`config.mk`:
```
export PLATFORM = sky130hd
export DESIGN_NAME = bc_display_scan
export DESIGN_NICKNAME = d
export VERILOG_FILES = /design/src/rtl/bc_display_pkg.sv /design/src/rtl/bc_seg_decoder.sv /design/src/rtl/bc_display_scan.sv
export SDC_FILE = /design/constraint.sdc
export NUM_CORES = 1
export LEC_CHECK = 0
export ABC_AREA = 1
export BUFFER_PORTS_ARGS = -buffer_cell sky130_fd_sc_hd__buf_4
export CAP_MARGIN = 15
export CORE_ASPECT_RATIO = 0.9
export CORE_UTILIZATION = 48
export CTS_CLUSTER_SIZE = 28
export DETAILED_ROUTE_END_ITERATION = 8
export GPL_ROUTABILITY_DRIVEN = 0
export PLACE_DENSITY = 0.69
export SLEW_MARGIN = 25
export SYNTH_ARGS = -nofsm -noshare
export SYNTH_HDL_FRONTEND = slang
export SYNTH_SLANG_ARGS = --single-unit
export TNS_END_PERCENT = 10
```
`constraint.sdc`:
```
create_clock -name clock -period 3 [get_ports clock]
set_clock_uncertainty 0.15 [all_clocks]
set_input_delay 0.3 -clock clock [delete_from_list [all_inputs] [get_ports clock]]
set_output_delay 0.3 -clock clock [all_outputs]
set_load 0.1 [all_outputs]
```
`src/rtl/bc_display_pkg.sv`:
```
// bc_display_pkg: display modes, character codes and active-low segment patterns for the scanner.
package bc_display_pkg;
  typedef enum logic [1:0] {ENTRY, RESULT, WIN, BLANK} mode_t;
  typedef enum logic [4:0] {
    CH_0, CH_1, CH_2, CH_3, CH_4, CH_5, CH_6, CH_7,
    CH_8, CH_9, CH_A, CH_B, CH_C, CH_D, CH_E_HEX, CH_F,
    CH_BL, CH_CU, CH_P, CH_DL, CH_O, CH_N, CH_E, CH_DASH, CH_BLANK
  } char_t;
  localparam logic [6:0] SEG_0     = 7'b1000000;
  localparam logic [6:0] SEG_1     = 7'b1111001;
  localparam logic [6:0] SEG_2     = 7'b0100100;
  localparam logic [6:0] SEG_3     = 7'b0110000;
  localparam logic [6:0] SEG_4     = 7'b0011001;
  localparam logic [6:0] SEG_5     = 7'b0010010;
  localparam logic [6:0] SEG_6     = 7'b0000010;
  localparam logic [6:0] SEG_7     = 7'b1111000;
  localparam logic [6:0] SEG_8     = 7'b0000000;
  localparam logic [6:0] SEG_9     = 7'b0010000;
  localparam logic [6:0] SEG_A     = 7'b0001000;
  localparam logic [6:0] SEG_B     = 7'b0000011;
  localparam logic [6:0] SEG_C     = 7'b1000110;
  localparam logic [6:0] SEG_D     = 7'b0100001;
  localparam logic [6:0] SEG_E     = 7'b0000110;
  localparam logic [6:0] SEG_F     = 7'b0001110;
  localparam logic [6:0] SEG_P     = 7'b0001100;
  localparam logic [6:0] SEG_O     = 7'b0100011;
  localparam logic [6:0] SEG_N     = 7'b0101011;
  localparam logic [6:0] SEG_DASH  = 7'b0111111;
  localparam logic [6:0] SEG_BLANK = 7'b1111111;
  // Counts above 4 cannot occur in a legal game and are flagged with a dash.
  function automatic char_t count_char(input logic [2:0] n);
    return n > 3'd4 ? CH_DASH : char_t'({2'b00, n});
  endfunction
endpackage

```
`src/rtl/bc_seg_decoder.sv`:
```
// bc_seg_decoder: character code to active-low {g,f,e,d,c,b,a} segment pattern.
module bc_seg_decoder import bc_display_pkg::*; (
  input  logic [4:0] ch_i,
  output logic [6:0] seg_o
);
  always_comb begin
    seg_o = SEG_BLANK;
    case (char_t'(ch_i))
      CH_0:     seg_o = SEG_0;
      CH_1:     seg_o = SEG_1;
      CH_2:     seg_o = SEG_2;
      CH_3:     seg_o = SEG_3;
      CH_4:     seg_o = SEG_4;
      CH_5:     seg_o = SEG_5;
      CH_6:     seg_o = SEG_6;
      CH_7:     seg_o = SEG_7;
      CH_8:     seg_o = SEG_8;
      CH_9:     seg_o = SEG_9;
      CH_A:     seg_o = SEG_A;
      CH_B:     seg_o = SEG_B;
      CH_C:     seg_o = SEG_C;
      CH_D:     seg_o = SEG_D;
      CH_E_HEX: seg_o = SEG_E;
      CH_F:     seg_o = SEG_F;
      CH_BL:    seg_o = SEG_B;
      CH_CU:    seg_o = SEG_C;
      CH_P:     seg_o = SEG_P;
      CH_DL:    seg_o = SEG_D;
      CH_O:     seg_o = SEG_O;
      CH_N:     seg_o = SEG_N;
      CH_E:     seg_o = SEG_E;
      CH_DASH:  seg_o = SEG_DASH;
      default:  seg_o = SEG_BLANK;
    endcase
  end
endmodule

```
`src/rtl/bc_display_scan.sv`:
```
// bc_display_scan: scans an 8-character game frame onto eight 7-segment digits.
// Define BC_DISPLAY_BLINK_EN to blink the WIN frame every BLINK_TICKS refresh ticks.
module bc_display_scan import bc_display_pkg::*; #(
  parameter int REFRESH_DIV = 100000,
  parameter int BLINK_TICKS = 250
) (
  input  logic        clock,
  input  logic        reset,
  input  logic [1:0]  mode,
  input  logic [15:0] sw,
  input  logic [15:0] guess,
  input  logic [2:0]  bulls,
  input  logic [2:0]  cows,
  input  logic        player,
  input  logic        load,
  output logic [7:0]  an,
  output logic [6:0]  digit
);
  localparam int CW = $clog2(REFRESH_DIV);
  if (REFRESH_DIV < 2 || BLINK_TICKS < 1) begin : g_bad_params
    $error("bc_display_scan: REFRESH_DIV must be >= 2 and BLINK_TICKS >= 1");
  end
  mode_t         md;
  logic [CW-1:0] cnt_q, cnt_d;
  logic [2:0]    idx_q, idx_d;
  logic [15:0]   guess_q;
  logic [2:0]    bulls_q, cows_q;
  logic          player_q;
  logic [7:0]    an_q, an_d;
  logic [6:0]    digit_q, digit_d, seg;
  logic          tick, dark;
  char_t         frame [8];
  assign md    = mode_t'(mode);
  assign tick  = cnt_q == CW'(REFRESH_DIV - 1);
  assign cnt_d = tick ? '0 : cnt_q + CW'(1);
  assign idx_d = tick ? idx_q + 3'd1 : idx_q;
  always_comb begin
    frame = '{default: CH_BLANK};
    case (md)
      ENTRY: begin
        frame[7] = CH_P;
        frame[6] = player ? CH_2 : CH_1;
        for (int i = 0; i < 4; i++) frame[i] = char_t'({1'b0, sw[4*i +: 4]});
      end
      RESULT: begin
        frame[7] = count_char(bulls_q);
        frame[6] = CH_BL;
        frame[5] = count_char(cows_q);
        frame[4] = CH_CU;
        for (int i = 0; i < 4; i++) frame[i] = char_t'({1'b0, guess_q[4*i +: 4]});
      end
      WIN: begin
        frame[7] = CH_P;
        frame[6] = player_q ? CH_2 : CH_1;
        frame[4] = CH_DL;
        frame[3] = CH_O;
        frame[2] = CH_N;
        frame[1] = CH_E;
      end
      default: ;
    endcase
  end
  bc_seg_decoder u_dec (.ch_i(frame[idx_d]), .seg_o(seg));
`ifdef BC_DISPLAY_BLINK_EN
  localparam int BW = $clog2(BLINK_TICKS) + 1;
  logic [BW-1:0] bcnt_q, bcnt_d;
  logic          phase_q, phase_d, bwrap;
  assign bwrap   = bcnt_q == BW'(BLINK_TICKS - 1);
  assign bcnt_d  = md != WIN ? '0 : tick ? (bwrap ? '0 : bcnt_q + BW'(1)) : bcnt_q;
  assign phase_d = md == WIN && (phase_q ^ (tick && bwrap));
  // The phase in effect before this tick decides the sample, so ticks BLINK_TICKS+1.. go dark.
  assign dark    = md == BLANK || phase_q;
  always_ff @(posedge clock or posedge reset) begin
    if (reset) begin
      bcnt_q  <= '0;
      phase_q <= 1'b0;
    end else begin
      bcnt_q  <= bcnt_d;
      phase_q <= phase_d;
    end
  end
`else
  assign dark = md == BLANK;
`endif
  assign an_d    = tick ? (dark ? 8'hFF : ~(8'd1 << idx_d)) : an_q;
  assign digit_d = tick ? (dark ? 7'h7F : seg) : digit_q;
  always_ff @(posedge clock or posedge reset) begin
    if (reset) begin
      cnt_q    <= '0;
      idx_q    <= 3'd0;
      an_q     <= 8'hFF;
      digit_q  <= 7'h7F;
      guess_q  <= 16'h0;
      bulls_q  <= 3'd0;
      cows_q   <= 3'd0;
      player_q <= 1'b0;
    end else begin
      cnt_q   <= cnt_d;
      idx_q   <= idx_d;
      an_q    <= an_d;
      digit_q <= digit_d;
      if (load) begin
        guess_q  <= guess;
        bulls_q  <= bulls;
        cows_q   <= cows;
        player_q <= player;
      end
    end
  end
  assign an    = an_q;
  assign digit = digit_q;
endmodule

```
==> impl_metrics.tcl, run 1 <==
set metrics [dict create \
    status "finished clean" \
    htreeDepth 3 \
    hold_viol 0 \
    drt_iter0_markers 149 \
    synth_async_sr_flop_share_pct 100 \
    syn_area_um2 3790 \
    cts_sinks 58 \
    grt_pass1_vias 3313 \
    avgSynthCellArea_um2 7.55 \
    io_pins 59 \
    cts_buffer_depth 2 \
    synth_ff_type "dfrtp_1" \
    finalCritPeriodShare_pct 95.6 \
    drtPass1Iterations 5 \
    portBuffers 58 \
    r2r_end "digit[2]" \
    crit_required_ns 3.12 \
    ys_seq_area_share_pct 38.8 \
    root_buffer "clkbuf_8" \
    diodes 0 \
    critPathSlowestCell "dfrtp_1" \
    ir_drop_mv 0.203 \
    routedWlPerCell_um 13.1 \
    cts_buffers 9 \
    start_kind "flop" \
    synth_cell_types 46 \
    worstSkewPairLatency_ns 0.34 \
    fmax_mhz 349 \
    preCtsSetupSlack_ns 0.0342 \
    drive_gt1_share_pct 28.5 \
    worst-setup-path-type "flop to flop" \
    grt_max_degree 59 \
    p_per_area_nw_per_um2 389 \
    tns_ns 0 \
    rrSetupSlack_ns 0.13 \
    endpoint "digit[2]" \
    nets 630 \
    yosys_warnings 0 \
    gr-total-overflow 0 \
    synth_edf_count 0 \
    clk_pin_slew_ns 0.07 \
    syn_to_final_growth_pct 23.1 \
    start_util_pct 50.0 \
    core_area_um2 7580 \
    worstSetupStartpoint "cnt_q[0]" \
    crit_fanout 6 \
    finalSetupViolations 0 \
    layout_setup_ws_ns 0.132 \
    fp.dieW_um 95.7 \
    slew_headroom_pct 51.6 \
    crit_chain "ha_4, nand3_4, nor2_4, nand3_4, nand2_1, nand2_4, buf_4, nand3_1, nand3_1, nand2_4, inv_1, ha_1, nand3_1, nand2_1, nand2_1, a21oi_1, a21boi_1" \
    fp.dieArea_um2 8260 \
    final_cell_mix "nand2_1 (124), buf_4 (79), inv_1 (68)" \
    cp_data_arrival_time_ns 2.99 \
    rows 30 \
    synth_seq_cells 58 \
    grt_pass1_wl_mm 15.0 \
    synthCells 502 \
    r2r-start "cnt_q[0]" \
    tightest_slew_ns 0.726 \
    power.leakage_nw 2.31 \
    reg2reg_depth 17 \
    grtUsageTotal_pct 23.1 \
    cpPeakStageDelay_ns 0.42 \
    dp_hpwl_mm 6.48 \
    drc 0 \
    hp-class "input pin to async pin" \
    cts_tree "done" \
    antenna_found_initial 0 \
    synth.net_count 555 \
    die_y_um 86.3 \
    cp-end-kind "flop" \
    drv_cap 0 \
    via_count 3486 \
    layout_commonest_cell "nand2_1" \
    viasPerCell 5.14 \
    slew_viol_final 0 \
    period_minus_slack_ns 2.87 \
    final_antenna_net_count 0 \
    routed_wl_mm 8.90 \
]
## power breakdown
| group | internal, mW | switching, mW | leakage (nW) | total (mW) |
|---|---|---|---|---|
| combinational | 0.119 | 0.172 | 1.52 | 0.291 |
| sequential | 0.815 | 0.0135 | 0.696 | 0.829 |
| clock | 0.377 | 0.320 | 0.0958 | 0.698 |
## cell type report
type                       count  area [um2]
fill                         704        2920
multi-input combinational    349        1980
sequential                    58        1470
timing repair buffer          80         604
inverter                      79         302
clock buffer                  10         128
tap                           96         120
clock inverter                 6        57.6
## routing by layer
metal  global-route usage, %  wire [um]  up-vias
met1                    30.8       4190     1625
met3                    4.82        298       12
met5                       0          0        -
li1                        -          -     1782
met2                    36.9       4300       67
met4                    8.28        102        0
## worst min path at each step
stage,startpoint,to,cells after the start
after global placement,an[5],an[5],1
after floorplan,cows[0],cows_q[0],2
final,reset,guess_q[13],3
after detailed placement,cnt_q[2],cnt_q[2],1
after CTS,guess[2],guess_q[2],3
after global routing,guess[4],guess_q[4],3
## cell families after synthesis
family | share of synthesized area (%)
flip-flops | 38.8
adder cells (fa/ha/maj) | 2.97
multiplexers | 2.08
AND/OR/NAND/NOR | 31.8
XOR/XNOR | 0.693
buffers and inverters | 10.2
AO/OA/AOI/OAI | 13.5
## synth_stat cells (2+ instances only)
| library cell | number | area, um2 |
|---|---|---|
| mux2_2 | 7 | 78.8 |
| nand2_4 | 4 | 45.0 |
| nand2_2 | 8 | 50.1 |
| o21a_1 | 2 | 15.0 |
| a2bb2oi_1 | 5 | 43.8 |
| nor2_2 | 2 | 12.5 |
| a31oi_1 | 2 | 12.5 |
| o32ai_1 | 2 | 17.5 |
| or2_2 | 8 | 50.1 |
| buf_6 | 3 | 33.8 |
| o21bai_1 | 2 | 15.0 |
| o211ai_1 | 5 | 37.5 |
| nand4_1 | 5 | 31.3 |
| nor3_1 | 11 | 55.1 |
| a211oi_1 | 2 | 15.0 |
| nor2_1 | 24 | 90.1 |
| dfrtp_1 | 43 | 1080 |
| nor2_4 | 4 | 45.0 |
| a21oi_1 | 15 | 75.1 |
| nand2_1 | 124 | 465 |
| nand3b_1 | 2 | 15.0 |
| xor2_1 | 2 | 17.5 |
| a21boi_1 | 4 | 30.0 |
| nand3_2 | 4 | 40.0 |
| a221oi_1 | 3 | 26.3 |
| ha_1 | 9 | 113 |
| clkbuf_1 | 10 | 37.5 |
| inv_1 | 69 | 259 |
| buf_2 | 3 | 15.0 |
| o21ai_1 | 2 | 10.0 |
| nand3_1 | 42 | 210 |
| dfstp_2 | 15 | 394 |
| nand3_4 | 2 | 35.0 |
| inv_2 | 8 | 30.0 |
| o21ai_0 | 38 | 190 |
## flip-flops by register name, summed over array words and instances, names as in the netlist
register  count
idx_q         3
guess_q      16
cows_q        3
an            8
bulls_q       3
player_q      1
digit         7
cnt_q        17
## repair_timing
| action | in CTS | in global routing |
|---|---|---|
| gates resized for setup | 0 | 10 |
| hold buffers | 0 | 0 |
| endpoints found under the setup margin | 0 | 7 |
| buffers inserted | 0 | 13 |
## worst max-delay path, delay by kind of cell (launching register included)
| family | cells | cell delay, ns |
|---|---|---|
| compound gates | 2 | 0.21 |
| buf+inv | 2 | 0.23 |
| flops | 1 | 0.42 |
| fa+ha+maj | 2 | 0.51 |
| simple gates | 11 | 1.27 |
## through the flow
stage               hold WS (ns)  utilization (%)  area, um2  instances  total power [mW]
floorplan                  0.267                -       3790        502              1.03
global placement           0.346             57.1       4330        649              1.12
detailed placement         0.349             57.1       4330        649              1.13
CTS                      0.00131             59.5       4510        665              1.82
global route              0.0122             61.5       4670        678              1.91
finish                    0.0103             61.5       4670        678              1.82
No activity file was read; power rests on OpenSTA's default activity.
==> run 2: changes to the inputs <==
--- a/config.mk
+++ b/config.mk
@@ -10,10 +10,10 @@
 export CAP_MARGIN = 15
 export CORE_ASPECT_RATIO = 0.9
 export CORE_UTILIZATION = 48
-export CTS_CLUSTER_SIZE = 28
 export DETAILED_ROUTE_END_ITERATION = 8
 export GPL_ROUTABILITY_DRIVEN = 0
-export PLACE_DENSITY = 0.69
+export PLACE_DENSITY = 0.68
+export SKIP_CTS_REPAIR_TIMING = 1
 export SLEW_MARGIN = 25
 export SYNTH_ARGS = -nofsm -noshare
 export SYNTH_HDL_FRONTEND = slang
==> impl_metrics.tcl, run 2 (synthesis results as in run 1) <==
set metrics [dict create \
    start_kind "flop" \
    antenna_found_initial 0 \
    netSwitchingPower_mw 0.496 \
    tightest_slew_ns 0.487 \
    power_mw 1.83 \
    core_area_um2 7580 \
    syn_to_final_growth_pct 22.5 \
    fp.dieArea_um2 8260 \
    combPwrFrac_pct 15.8 \
    placedCellCount 650 \
    drc 0 \
    cp_top_family "simple AND/OR/NAND/NOR gates" \
    htreeDepth 3 \
    grt_setup_unrepaired "yes" \
    viasPerCell 5.13 \
    fill_cells 724 \
    p_seq_share_pct 45.2 \
    critPathSlowestCell "dfrtp_1" \
    hold_viol 0 \
    slew_headroom_pct 67.5 \
    period_minus_slack_ns 2.84 \
    drtPass1Iterations 4 \
    whs_ns 0.00651 \
    path_buf_inv 2 \
    cts_buffers 9 \
    grtUsageTotal_pct 23.3 \
    crit_chain "ha_2, nand3_4, nor2_4, nand3_4, nand2_8, nand2_4, buf_4, nand2_1, nand3_1, nand3_1, nand2_4, inv_1, ha_1, nand3_1, nand2_1, nand2_1, a21oi_1, a21boi_1" \
    worstSkewPairLatency_ns 0.34 \
    final_cell_mix "nand2_1 (123), buf_4 (77), inv_1 (68)" \
    rows 30 \
    routedWlPerCell_um 13.1 \
    swShare_pct 27.0 \
    tns_ns 0 \
    cp-end-kind "flop" \
    ir_drop_mv 0.284 \
    finalInstanceArea_um2 4640 \
    power.leakage_nw 2.31 \
    grt_max_degree 40 \
    drv_cap 0 \
    dp_hpwl_mm 6.52 \
    grt_pass1_wl_mm 15.1 \
    nets 629 \
    root_buffer "clkbuf_8" \
    layout_commonest_cell "nand2_1" \
    cts_sinks 58 \
    cp_data_arrival_time_ns 2.97 \
    p_clk_share_pct 39.0 \
    largest_register "cnt_q" \
    internal-power_mw 1.34 \
    drt_iter0_markers 145 \
    gr-total-overflow 0 \
    start_util_pct 50.0 \
    crit_fanout 14 \
    diodes 0 \
    largest_reg_flops 17 \
    routed_wl_mm 8.89 \
    die_y_um 86.3 \
    crit_required_ns 3.13 \
    finalCritPeriodShare_pct 94.6 \
    drive_gt1_share_pct 27.7 \
    cts_buffer_depth 2 \
    grt_pass1_vias 3392 \
    status "finished clean" \
    p_per_area_nw_per_um2 395 \
    final_antenna_net_count 0 \
    place_area_um2 4340 \
    fmax_mhz 352 \
    hp-class "input pin to flop" \
    final_cells 677 \
    worst-setup-path-type "flop to flop" \
    clk_pin_slew_ns 0.07 \
    cpPeakStageDelay_ns 0.38 \
    cts_tree "done" \
    io_pins 59 \
    finalSetupViolations 0 \
    portBuffers 58 \
    slew_viol_final 0 \
    fp.dieW_um 95.7 \
    via_count 3470 \
]
run 2: layout make-up:
cell class,instances,area (um2),share of cell area [%]
clock buffer,13,149,3.21
clock inverter,3,40.0,0.862
inverter,79,304,6.55
multi-input combinational,349,1960,42.2
sequential,58,1470,31.7
tap,96,120,2.59
timing repair buffer,79,599,12.9
run 2: through the flow:
stage / utilization (%) / worst slack [ns]
floorplan: - / 0.370
global placement: 57.2 / 0.226
detailed placement: 57.2 / 0.126
CTS: 59.7 / 0.102
global route: 61.3 / -0.0486
finish: 61.3 / 0.161
run 2: power groups by stage:
stage / clock network [mW] / registers, mW / logic (mW)
2_1_floorplan: 0 / 0.856 / 0.175
3_3_place_gp: 0 / 0.841 / 0.281
3_5_place_dp: 0 / 0.843 / 0.285
4_1_cts: 0.734 / 0.829 / 0.286
5_1_grt: 0.766 / 0.832 / 0.327
6_report: 0.715 / 0.829 / 0.291
run 2: per-layer routing:
metal  share of wire, %  track usage, %  up-vias
met5                  0               0        -
met4                1.5            7.19        0
met3                4.7            5.70       14
met2                 47            38.2       92
met1                 47            30.5     1588
li1                   -               -     1776
run 2: path summary, 6_finish.rpt:
path / start / endpoint / slack (ns) / cells after the start
max in group asynchronous: reset / an[2] / 1.86 / 4
worst max register to register: cnt_q[0] / digit[2] / 0.16 / 18
worst max-delay path: cnt_q[0] / digit[2] / 0.16 / 18
worst min register to register: an[0] / an[0] / 0.35 / 1
min in group asynchronous: reset / guess_q[0] / 0.39 / 4
worst min-delay path: guess[12] / guess_q[12] / 0.007 / 3
run 2: worst reg2reg max path, stage by stage (launching register included):
cell and delay [ns]:
dfrtp_1 0.38, ha_2 0.23, nand3_4 0.11, nor2_4 0.22
nand3_4 0.15, nand2_8 0.13, nand2_4 0.12, buf_4 0.16
nand2_1 0.06, nand3_1 0.07, nand3_1 0.12, nand2_4 0.06
inv_1 0.10, ha_1 0.27, nand3_1 0.13, nand2_1 0.06
nand2_1 0.06, a21oi_1 0.06, a21boi_1 0.15
